File: src/rtl/pipeline_hazard_ctrl_pkg.sv
// Shared types and constants for the pipeline hazard controller (package pipe_pkg).
// Mult/div FSM states, EX forward-select encodings, default latencies and match helpers.
package pipe_pkg;

  typedef enum logic [1:0] {
    IDLE = 2'd0,
    BUSY = 2'd1,
    DONE = 2'd2
  } md_state_e;

  localparam logic [1:0] FWD_RF  = 2'b00;
  localparam logic [1:0] FWD_MEM = 2'b01;
  localparam logic [1:0] FWD_WB  = 2'b10;

  localparam int DEF_MUL_LAT = 4;
  localparam int DEF_DIV_LAT = 32;

  // Register $0 never creates a dependency, and an unused source field is ignored.
  function automatic logic src_match(logic [4:0] dst, logic [4:0] src, logic use_src);
    return use_src && (src != 5'd0) && (dst == src);
  endfunction

  // The MEM stage beats WB because it holds the younger write to the same register.
  function automatic logic [1:0] fwd_sel(logic [4:0] src, logic [4:0] mem_rd, logic mem_alu_wr,
                                         logic [4:0] wb_rd, logic wb_regwre);
    logic [1:0] sel;
    sel = FWD_RF;
    if (mem_alu_wr && (src != 5'd0) && (mem_rd == src)) begin
      sel = FWD_MEM;
    end else if (wb_regwre && (src != 5'd0) && (wb_rd == src)) begin
      sel = FWD_WB;
    end
    return sel;
  endfunction

endpackage

File: src/rtl/pipeline_hazard_ctrl_if.sv
// Pipeline-to-hazard-controller signal bundle: the pipeline (master) supplies stage
// register indices and flags, the controller (slave) returns stalls, flushes and selects.
interface pipeline_hazard_ctrl_if;
  logic [4:0] id_rs;
  logic [4:0] id_rt;
  logic       id_use_rs;
  logic       id_use_rt;
  logic       id_is_branch;
  logic       id_reads_hilo;
  logic       id_is_muldiv;
  logic       pc_taken;
  logic [4:0] ex_rs;
  logic [4:0] ex_rt;
  logic [4:0] ex_rd;
  logic       ex_regwre;
  logic       ex_memrd;
  logic       ex_is_muldiv;
  logic       ex_is_div;
  logic [4:0] mem_rd;
  logic       mem_regwre;
  logic       mem_memrd;
  logic [4:0] wb_rd;
  logic       wb_regwre;

  logic       pc_en;
  logic       ifid_en;
  logic       ifid_flush;
  logic       idex_flush;
  logic [1:0] fwd_a;
  logic [1:0] fwd_b;
  logic       id_fwd_a;
  logic       id_fwd_b;
  logic       md_start;
  logic       md_busy;
  logic       hilo_we;

  modport master (
    output id_rs, id_rt, id_use_rs, id_use_rt, id_is_branch, id_reads_hilo, id_is_muldiv,
           pc_taken, ex_rs, ex_rt, ex_rd, ex_regwre, ex_memrd, ex_is_muldiv, ex_is_div,
           mem_rd, mem_regwre, mem_memrd, wb_rd, wb_regwre,
    input  pc_en, ifid_en, ifid_flush, idex_flush, fwd_a, fwd_b, id_fwd_a, id_fwd_b,
           md_start, md_busy, hilo_we
  );

  modport slave (
    input  id_rs, id_rt, id_use_rs, id_use_rt, id_is_branch, id_reads_hilo, id_is_muldiv,
           pc_taken, ex_rs, ex_rt, ex_rd, ex_regwre, ex_memrd, ex_is_muldiv, ex_is_div,
           mem_rd, mem_regwre, mem_memrd, wb_rd, wb_regwre,
    output pc_en, ifid_en, ifid_flush, idex_flush, fwd_a, fwd_b, id_fwd_a, id_fwd_b,
           md_start, md_busy, hilo_we
  );
endinterface

File: src/rtl/pipeline_hazard_ctrl_muldiv_seq.sv
// Multi-cycle HI/LO mult/div sequencer: IDLE -> BUSY (latency countdown) -> DONE (hilo_we).
// A start request outside IDLE is ignored; reset aborts the operation without a write.
module muldiv_seq
  import pipe_pkg::*;
#(
  parameter int MUL_LAT = DEF_MUL_LAT,
  parameter int DIV_LAT = DEF_DIV_LAT
) (
  input  logic clk,
  input  logic rst,
  input  logic ex_is_muldiv_i,
  input  logic ex_is_div_i,
  output logic md_start_o,
  output logic md_busy_o,
  output logic hilo_we_o
);

  localparam int MAX_LAT = (MUL_LAT > DIV_LAT) ? MUL_LAT : DIV_LAT;
  localparam int CNT_W   = $clog2(MAX_LAT) + 1;
  localparam logic [CNT_W-1:0] MUL_CNT = CNT_W'(MUL_LAT);
  localparam logic [CNT_W-1:0] DIV_CNT = CNT_W'(DIV_LAT);
  localparam logic [CNT_W-1:0] ONE_CNT = CNT_W'(1);

  md_state_e        state_q, state_d;
  logic [CNT_W-1:0] count_q, count_d;

  always_ff @(posedge clk or negedge rst) begin
    if (!rst) begin
      state_q <= IDLE;
      count_q <= '0;
    end else begin
      state_q <= state_d;
      count_q <= count_d;
    end
  end

  // The <= test keeps the counter from wrapping even if it ever reads zero in BUSY.
  always_comb begin
    state_d    = state_q;
    count_d    = count_q;
    md_start_o = 1'b0;
    hilo_we_o  = 1'b0;
    unique case (state_q)
      IDLE: begin
        if (ex_is_muldiv_i && rst) begin
          md_start_o = 1'b1;
          state_d    = BUSY;
          count_d    = ex_is_div_i ? DIV_CNT : MUL_CNT;
        end
      end
      BUSY: begin
        if (count_q <= ONE_CNT) begin
          state_d = DONE;
          count_d = '0;
        end else begin
          count_d = count_q - ONE_CNT;
        end
      end
      DONE: begin
        hilo_we_o = 1'b1;
        state_d   = IDLE;
      end
      default: begin
        state_d = IDLE;
        count_d = '0;
      end
    endcase
  end

  assign md_busy_o = (state_q != IDLE);

endmodule

File: src/rtl/pipeline_hazard_ctrl.sv
// Hazard/sequencing controller for the 5-stage CPU: stalls, flushes, EX/ID forwarding.
// Optional macro HAZARD_ID_FWD_EN enables MEM->ID forwarding for branch compares.
module pipeline_hazard_ctrl
  import pipe_pkg::*;
#(
  parameter int MUL_LAT = DEF_MUL_LAT,
  parameter int DIV_LAT = DEF_DIV_LAT
) (
  input logic                  clk,
  input logic                  rst,
  pipeline_hazard_ctrl_if.slave hz
);

  logic mem_alu_wr;
  logic ex_hit;
  logic mem_hit_a;
  logic mem_hit_b;
  logic load_use;
  logic branch_ex;
  logic branch_mem_ld;
  logic branch_mem_alu;
  logic hilo_stall;
  logic stall;
  logic id_fwd_a_raw;
  logic id_fwd_b_raw;
  logic md_busy;
  logic md_start;
  logic hilo_we;

  assign mem_alu_wr = hz.mem_regwre & ~hz.mem_memrd;
  assign ex_hit     = src_match(hz.ex_rd, hz.id_rs, hz.id_use_rs)
                    | src_match(hz.ex_rd, hz.id_rt, hz.id_use_rt);
  assign mem_hit_a  = src_match(hz.mem_rd, hz.id_rs, hz.id_use_rs);
  assign mem_hit_b  = src_match(hz.mem_rd, hz.id_rt, hz.id_use_rt);

  assign load_use      = hz.ex_memrd & ex_hit;
  assign branch_ex     = hz.id_is_branch & hz.ex_regwre & ex_hit;
  assign branch_mem_ld = hz.id_is_branch & hz.mem_memrd & (mem_hit_a | mem_hit_b);

`ifdef HAZARD_ID_FWD_EN
  assign branch_mem_alu = 1'b0;
  assign id_fwd_a_raw   = mem_alu_wr & mem_hit_a;
  assign id_fwd_b_raw   = mem_alu_wr & mem_hit_b;
`else
  // Without the ID bypass the compare must wait for the MEM ALU result to reach WB.
  assign branch_mem_alu = hz.id_is_branch & mem_alu_wr & (mem_hit_a | mem_hit_b);
  assign id_fwd_a_raw   = 1'b0;
  assign id_fwd_b_raw   = 1'b0;
`endif

  // md_busy covers DONE as well, so a dependent mfhi waits until HI/LO is written.
  assign hilo_stall = (hz.id_reads_hilo | hz.id_is_muldiv) & (hz.ex_is_muldiv | md_busy);
  assign stall      = load_use | branch_ex | branch_mem_ld | branch_mem_alu | hilo_stall;

  // While in reset, freeze the front end and bubble both IF/ID and ID/EX.
  assign hz.pc_en      = rst & ~stall;
  assign hz.ifid_en    = rst & ~stall;
  assign hz.idex_flush = ~rst | stall;
  assign hz.ifid_flush = ~rst | (hz.pc_taken & ~stall);

  assign hz.fwd_a    = rst ? fwd_sel(hz.ex_rs, hz.mem_rd, mem_alu_wr, hz.wb_rd, hz.wb_regwre) : FWD_RF;
  assign hz.fwd_b    = rst ? fwd_sel(hz.ex_rt, hz.mem_rd, mem_alu_wr, hz.wb_rd, hz.wb_regwre) : FWD_RF;
  assign hz.id_fwd_a = rst & id_fwd_a_raw;
  assign hz.id_fwd_b = rst & id_fwd_b_raw;

  muldiv_seq #(
    .MUL_LAT(MUL_LAT),
    .DIV_LAT(DIV_LAT)
  ) u_muldiv_seq (
    .clk           (clk),
    .rst           (rst),
    .ex_is_muldiv_i(hz.ex_is_muldiv),
    .ex_is_div_i   (hz.ex_is_div),
    .md_start_o    (md_start),
    .md_busy_o     (md_busy),
    .hilo_we_o     (hilo_we)
  );

  assign hz.md_start = md_start;
  assign hz.md_busy  = md_busy;
  assign hz.hilo_we  = hilo_we;

endmodule
File: src/flat_wrapper.sv
// flat-port wrapper written by rule: the top's interface ports become plain ports
module pipeline_hazard_ctrl_flat import pipe_pkg::*;
#(
  parameter int MUL_LAT = DEF_MUL_LAT,
  parameter int DIV_LAT = DEF_DIV_LAT
)
  (clk, rst, hz_id_rs, hz_id_rt, hz_id_use_rs, hz_id_use_rt, hz_id_is_branch, hz_id_reads_hilo, hz_id_is_muldiv, hz_pc_taken, hz_ex_rs, hz_ex_rt, hz_ex_rd, hz_ex_regwre, hz_ex_memrd, hz_ex_is_muldiv, hz_ex_is_div, hz_mem_rd, hz_mem_regwre, hz_mem_memrd, hz_wb_rd, hz_wb_regwre, hz_pc_en, hz_ifid_en, hz_ifid_flush, hz_idex_flush, hz_fwd_a, hz_fwd_b, hz_id_fwd_a, hz_id_fwd_b, hz_md_start, hz_md_busy, hz_hilo_we);
  pipeline_hazard_ctrl_if hz_i ();
  input logic clk;
  input logic rst;
  input wire logic [$bits(hz_i.id_rs)-1:0] hz_id_rs;
  input wire logic [$bits(hz_i.id_rt)-1:0] hz_id_rt;
  input wire logic [$bits(hz_i.id_use_rs)-1:0] hz_id_use_rs;
  input wire logic [$bits(hz_i.id_use_rt)-1:0] hz_id_use_rt;
  input wire logic [$bits(hz_i.id_is_branch)-1:0] hz_id_is_branch;
  input wire logic [$bits(hz_i.id_reads_hilo)-1:0] hz_id_reads_hilo;
  input wire logic [$bits(hz_i.id_is_muldiv)-1:0] hz_id_is_muldiv;
  input wire logic [$bits(hz_i.pc_taken)-1:0] hz_pc_taken;
  input wire logic [$bits(hz_i.ex_rs)-1:0] hz_ex_rs;
  input wire logic [$bits(hz_i.ex_rt)-1:0] hz_ex_rt;
  input wire logic [$bits(hz_i.ex_rd)-1:0] hz_ex_rd;
  input wire logic [$bits(hz_i.ex_regwre)-1:0] hz_ex_regwre;
  input wire logic [$bits(hz_i.ex_memrd)-1:0] hz_ex_memrd;
  input wire logic [$bits(hz_i.ex_is_muldiv)-1:0] hz_ex_is_muldiv;
  input wire logic [$bits(hz_i.ex_is_div)-1:0] hz_ex_is_div;
  input wire logic [$bits(hz_i.mem_rd)-1:0] hz_mem_rd;
  input wire logic [$bits(hz_i.mem_regwre)-1:0] hz_mem_regwre;
  input wire logic [$bits(hz_i.mem_memrd)-1:0] hz_mem_memrd;
  input wire logic [$bits(hz_i.wb_rd)-1:0] hz_wb_rd;
  input wire logic [$bits(hz_i.wb_regwre)-1:0] hz_wb_regwre;
  output wire logic [$bits(hz_i.pc_en)-1:0] hz_pc_en;
  output wire logic [$bits(hz_i.ifid_en)-1:0] hz_ifid_en;
  output wire logic [$bits(hz_i.ifid_flush)-1:0] hz_ifid_flush;
  output wire logic [$bits(hz_i.idex_flush)-1:0] hz_idex_flush;
  output wire logic [$bits(hz_i.fwd_a)-1:0] hz_fwd_a;
  output wire logic [$bits(hz_i.fwd_b)-1:0] hz_fwd_b;
  output wire logic [$bits(hz_i.id_fwd_a)-1:0] hz_id_fwd_a;
  output wire logic [$bits(hz_i.id_fwd_b)-1:0] hz_id_fwd_b;
  output wire logic [$bits(hz_i.md_start)-1:0] hz_md_start;
  output wire logic [$bits(hz_i.md_busy)-1:0] hz_md_busy;
  output wire logic [$bits(hz_i.hilo_we)-1:0] hz_hilo_we;
  assign hz_i.id_rs = hz_id_rs;
  assign hz_i.id_rt = hz_id_rt;
  assign hz_i.id_use_rs = hz_id_use_rs;
  assign hz_i.id_use_rt = hz_id_use_rt;
  assign hz_i.id_is_branch = hz_id_is_branch;
  assign hz_i.id_reads_hilo = hz_id_reads_hilo;
  assign hz_i.id_is_muldiv = hz_id_is_muldiv;
  assign hz_i.pc_taken = hz_pc_taken;
  assign hz_i.ex_rs = hz_ex_rs;
  assign hz_i.ex_rt = hz_ex_rt;
  assign hz_i.ex_rd = hz_ex_rd;
  assign hz_i.ex_regwre = hz_ex_regwre;
  assign hz_i.ex_memrd = hz_ex_memrd;
  assign hz_i.ex_is_muldiv = hz_ex_is_muldiv;
  assign hz_i.ex_is_div = hz_ex_is_div;
  assign hz_i.mem_rd = hz_mem_rd;
  assign hz_i.mem_regwre = hz_mem_regwre;
  assign hz_i.mem_memrd = hz_mem_memrd;
  assign hz_i.wb_rd = hz_wb_rd;
  assign hz_i.wb_regwre = hz_wb_regwre;
  assign hz_pc_en = hz_i.pc_en;
  assign hz_ifid_en = hz_i.ifid_en;
  assign hz_ifid_flush = hz_i.ifid_flush;
  assign hz_idex_flush = hz_i.idex_flush;
  assign hz_fwd_a = hz_i.fwd_a;
  assign hz_fwd_b = hz_i.fwd_b;
  assign hz_id_fwd_a = hz_i.id_fwd_a;
  assign hz_id_fwd_b = hz_i.id_fwd_b;
  assign hz_md_start = hz_i.md_start;
  assign hz_md_busy = hz_i.md_busy;
  assign hz_hilo_we = hz_i.hilo_we;
  pipeline_hazard_ctrl #(.MUL_LAT(MUL_LAT), .DIV_LAT(DIV_LAT)) u_core (.clk(clk), .rst(rst), .hz(hz_i));
endmodule
File: config.mk
export PLATFORM = sky130hd
export DESIGN_NAME = pipeline_hazard_ctrl_flat
export DESIGN_NICKNAME = d
export VERILOG_FILES = /design/src/rtl/pipeline_hazard_ctrl_pkg.sv /design/src/rtl/pipeline_hazard_ctrl_if.sv /design/src/rtl/pipeline_hazard_ctrl_muldiv_seq.sv /design/src/rtl/pipeline_hazard_ctrl.sv /design/src/flat_wrapper.sv
export SDC_FILE = /design/constraint.sdc
export NUM_CORES = 1
export LEC_CHECK = 0
export BUFFER_PORTS_ARGS = -buffer_cell sky130_fd_sc_hd__clkbuf_2
export CAP_MARGIN = 20
export CORE_MARGIN = 10
export CORE_UTILIZATION = 35
export DETAILED_ROUTE_END_ITERATION = 16
export MAX_ROUTING_LAYER = met4
export PLACE_DENSITY_LB_ADDON = 0.2
export REMOVE_ABC_BUFFERS = 1
export SLEW_MARGIN = 10
export SYNTH_ARGS = -nofsm -noshare
export SYNTH_HDL_FRONTEND = slang
export SYNTH_HIERARCHICAL = 1
export SYNTH_SLANG_ARGS = --single-unit
export TNS_END_PERCENT = 30
File: constraint.sdc
create_clock -name clk -period 4.7 [get_ports clk]
set_input_delay 0.235 -clock clk [delete_from_list [all_inputs] [get_ports clk]]
set_output_delay 0.235 -clock clk [all_outputs]
set_load 0.02 [all_outputs]
==> impl_table.tex <==
\begin{tabular}{lr}
\hline
Metric & Value \\
\hline
\multicolumn{2}{l}{\textbf{Critical path}} \\
\quad Delay contributed by the slowest stage of the critical path & about 0.52 ns \\
\quad Worst reg2reg path depth & 6 \\
\quad Crit path max-delay family & buffers and inverters \\
\quad Critical Path Source & rst \\
\quad Arrival time at the worst endpoint & between 1.5 and 2 ns \\
\quad Crit end category & output pin \\
\quad Reg-to-reg critical path endpoint & u\_core/u\_muldiv\_seq/count\_q[4] \\
\quad Startpoint-to-endpoint class of the critical path & input pin to output pin \\
\quad Crit path buffers/inverters & 3 \\
\quad Most frequent CP cell & sky130\_fd\_sc\_hd\_\_clkbuf\_2 \\
\quad Slowest cell on the critical path & sky130\_fd\_sc\_hd\_\_dlygate4sd3\_1 \\
\quad Beginning of the worst register-to-register path & u\_core/u\_muldiv\_seq/count\_q[0] \\
\quad Worst R2R Setup Slack & between 2 and 3 ns \\
\quad Required time at the worst-slack endpoint & approximately 4.5 ns \\
\quad Max Fanout on Critical Path & 18 \\
\quad Type of element launching the critical path & input pin \\
\quad Cell-by-cell listing of the critical path & dlygate4sd3\_1 > clkbuf\_2 > and2\_1 > o221ai\_1 > nor4\_1 > clkbuf\_2 \\
\multicolumn{2}{l}{\textbf{Clocking}} \\
\quad CTS tree & done \\
\quad Number of buffers inserted during clock tree synthesis & 3 \\
\quad Clk\_lat worst skew & 0.26 ns \\
\quad Clock tree root driver cell & sky130\_fd\_sc\_hd\_\_clkbuf\_4 \\
\quad Largest buffer count on any clock path & 2 \\
\quad H-tree depth & 1 \\
\quad Clock transition at the registers of the reported paths & approximately 0.060 ns \\
\quad Post-CTS setup buffer count & 0 \\
\quad Number of sinks driven by the clock tree & 8 \\
\multicolumn{2}{l}{\textbf{Routing}} \\
\quad Initial DRC Count & between 90 and 100 \\
\quad Average wire per standard cell & between 10 and 15 um \\
\quad Routed via count divided by cell count & 5.21 \\
\quad DRC Markers & 0 \\
\quad Drt pass-1 iters & 4 \\
\quad Routed wire length & 3.40 mm \\
\quad Post-route antenna net violation count & 0 \\
\quad Number of vias after detailed routing & about 1,200 \\
\multicolumn{2}{l}{\textbf{Timing}} \\
\quad Final count of pins violating max slew & 0 \\
\quad Final setup viols & 0 \\
\quad Maximum frequency from static timing analysis & about 470 MHz \\
\quad Setup TNS & 0 ns \\
\quad Skew final & between 0.01 and 0.015 ns \\
\quad Post-route worst setup slack & $\sim$2.6 ns \\
\quad Endpoints failing hold & 0 \\
\quad Final period util & a little under half \\
\quad Clock period minus final worst setup slack & between 2 and 2.5 ns \\
\quad Unrepaired setup endpoints after global routing & false \\
\multicolumn{2}{l}{\textbf{Die}} \\
\quad Die boundary height & 75.5 um \\
\quad Die area & around 5700 um2 \\
\quad Core box area & 3000 um2 \\
\quad Die X-Extent & $\sim$76 um \\
\quad Initial core utilization & between 30\% and 40\% \\
\quad Total I/O pin count & 63 \\
\quad Row count & 20 \\
\multicolumn{2}{l}{\textbf{Global route}} \\
\quad First-pass GRT wire length & 5.29 mm \\
\quad Vias in the first global route & $\sim$1,200 \\
\quad Antenna violations before repair & 0 \\
\quad Overall routing resource usage & a little under an eighth \\
\quad Maximum number of pins on one net before global-route repair & 19 \\
\quad Total congestion overflow & 0 \\
\multicolumn{2}{l}{\textbf{Synthesis}} \\
\quad Leading cell types by total area after synthesis & sky130\_fd\_sc\_hd\_\_dfrtp\_1, sky130\_fd\_sc\_hd\_\_xnor2\_1, sky130\_fd\_sc\_hd\_\_xor2\_1 \\
\quad Number of storage elements in the synthesis netlist & 8 \\
\quad Synth warn & 6 \\
\quad Post-Synthesis Cells & 137 \\
\quad Sequential share of the synthesized area & between 15 and 20\% \\
\quad Avg Inst Size Synth & approximately 7.9 um2 \\
\quad Dominant cell type by area after synthesis & sky130\_fd\_sc\_hd\_\_dfrtp\_1 \\
\quad Synth top area share & 18.5\% \\
\quad Number of distinct library cells after synthesis & 38 \\
\quad Mapped cell area & roughly 1100 um2 \\
\multicolumn{2}{l}{\textbf{Finish}} \\
\quad Share of cells above drive strength 1 & approximately a third \\
\quad Syn-to-layout area delta & 32.4\% \\
\quad Final layout net count & 252 \\
\quad N\_diodes & 0 \\
\multicolumn{2}{l}{\textbf{Run status}} \\
\quad Status & complete, no violations \\
\multicolumn{2}{l}{\textbf{Worst hold path}} \\
\quad Cell depth of the worst min-delay path & 3 \\
\quad Hold crit path type & input pin to flip-flop \\
\quad WHS Endpoint & u\_core/u\_muldiv\_seq/count\_q[5] \\
\quad Launch instance of the worst min-delay path & hz\_ex\_is\_div \\
\multicolumn{2}{l}{\textbf{Placed design}} \\
\quad Port buffer count & 60 \\
\quad Post-place setup slack & roughly 2.8 ns \\
\quad Placer's final routability congestion estimate & between 0.8 and 0.9 \\
\quad Final HPWL DP & about 3.0 mm \\
\multicolumn{2}{l}{\textbf{Power and ir drop}} \\
\quad Leakage power total & about 0.00066 uW \\
\quad Max rail drop VDD & $\sim$130 uV \\
\quad Total power divided by cell area & around 340 nW/um2 \\
\multicolumn{2}{l}{\textbf{Job}} \\
\quad Max-cap violations & 0 \\
\hline
\end{tabular}
## report_power, final
group          internal, uW  switching [uW]  total, uW
combinational           132             163        295
clock                  29.4            25.8       55.2
sequential             99.8            40.7        141
total                   261             229        491
## cells in the mapped netlist (all sizes together)
library cell and n:
o22ai 2, nor2b 2, nor2 9, xnor2 20, or3b 1, nand3 4
o31ai 3, o41ai 1, nor3b 1, and2 3, a22oi 1, nor4 10
o221ai 1, conb 1, nand2b 2, dfrtp 8, o21ai 8, xor2 19
o21a 1, and3 1, a222oi 1, a21oi 5, nand3b 2, nand2 4
buf 4, a221oi 1, a211oi 1, or4 4, or2 1, nand4 3
or3 2, nor3 1, inv 7, ha 2, a31oi 1
## registers in the layout, summed over array words and instances (netlist names)
signal	flops
u_core/u_muldiv_seq/count_q	6
u_core/u_muldiv_seq/state_q	2
## cells in the final DEF (no fill, tap or decap), types with 4 or more instances in the layout
| cell | netlist | final |
|---|---|---|
| sky130_fd_sc_hd__clkbuf_2 | 0 | 60 |
| sky130_fd_sc_hd__xnor2_1 | 20 | 20 |
| sky130_fd_sc_hd__xor2_1 | 19 | 19 |
| sky130_fd_sc_hd__nor4_1 | 10 | 10 |
| sky130_fd_sc_hd__nor2_1 | 9 | 9 |
| sky130_fd_sc_hd__dfrtp_1 | 8 | 8 |
| sky130_fd_sc_hd__inv_1 | 7 | 7 |
| sky130_fd_sc_hd__o21ai_0 | 5 | 5 |
| sky130_fd_sc_hd__a21oi_1 | 5 | 5 |
| sky130_fd_sc_hd__or4_1 | 4 | 4 |
| sky130_fd_sc_hd__nand3_1 | 4 | 4 |
| sky130_fd_sc_hd__nand2_1 | 4 | 4 |
## area by class of cell
type,count,area [um2]
Fill cell,329,1570
Clock buffer,3,22.5
Inverter,7,26.3
Multi-Input combinational cell,119,830
Tap cell,33,41.3
Sequential cell,8,200
Timing Repair Buffer,61,310
## per-layer routing
layer	track usage [%]	vias to the layer above	share of wire, %
met4	1.86	0	0
met3	1.95	0	6.1
met1	13.8	543	43
met2	21.3	45	51
li1	-	616	-
met5	-	-	0
## worst max-delay path by stage
stage,to,slack (ns),depth (start not counted)
final,hz_fwd_b[1],2.57,6
after global routing,hz_fwd_b[1],2.38,6
after CTS,hz_fwd_b[1],2.54,6
after detailed placement,hz_idex_flush,2.83,6
after global placement,hz_idex_flush,2.87,6
after floorplan,hz_ifid_en,2.55,4
## worst register-to-register path: cells and delay by family, from the launching register on
family                   cells  cell delay (ns)
AND/OR/NAND/NOR              3             0.56
flip-flops                   1             0.43
AO/OA/AOI/OAI                1             0.33
adder cells (fa/ha/maj)      1             0.27
buffers and inverters        1             0.08
## what timing repair did
action / 4_1_cts / 5_1_grt
endpoints found under the setup margin: 0 / 0
gates resized for setup: 0 / 0
hold buffers: 1 / 0
endpoints found under the hold margin: 8 / 0
## stage by stage
stage          utilization, %  hold WS (ns)  area (um2)  power, uW  cells
6_report                 47.6         0.329        1430        491    231
3_3_place_gp             46.5         0.173        1400        428    227
4_1_cts                  47.6         0.326        1430        493    231
2_1_floorplan               -       -0.0606        1060        341    134
5_1_grt                  47.6         0.379        1430        539    231
3_5_place_dp             46.5         0.179        1400        437    227
## logic make-up after synthesis
| group | count (synthesis) | synth area share (%) |
|---|---|---|
| XOR/XNOR | 39 | 31.6 |
| AND/OR/NAND/NOR | 50 | 26.9 |
| AO/OA/AOI/OAI | 26 | 15.3 |
| flip-flops | 8 | 18.5 |
| other | 1 | 0.347 |
| buffers and inverters | 11 | 4.98 |
| adder cells (fa/ha/maj) | 2 | 2.32 |
(Power assumes the default switching activity.)
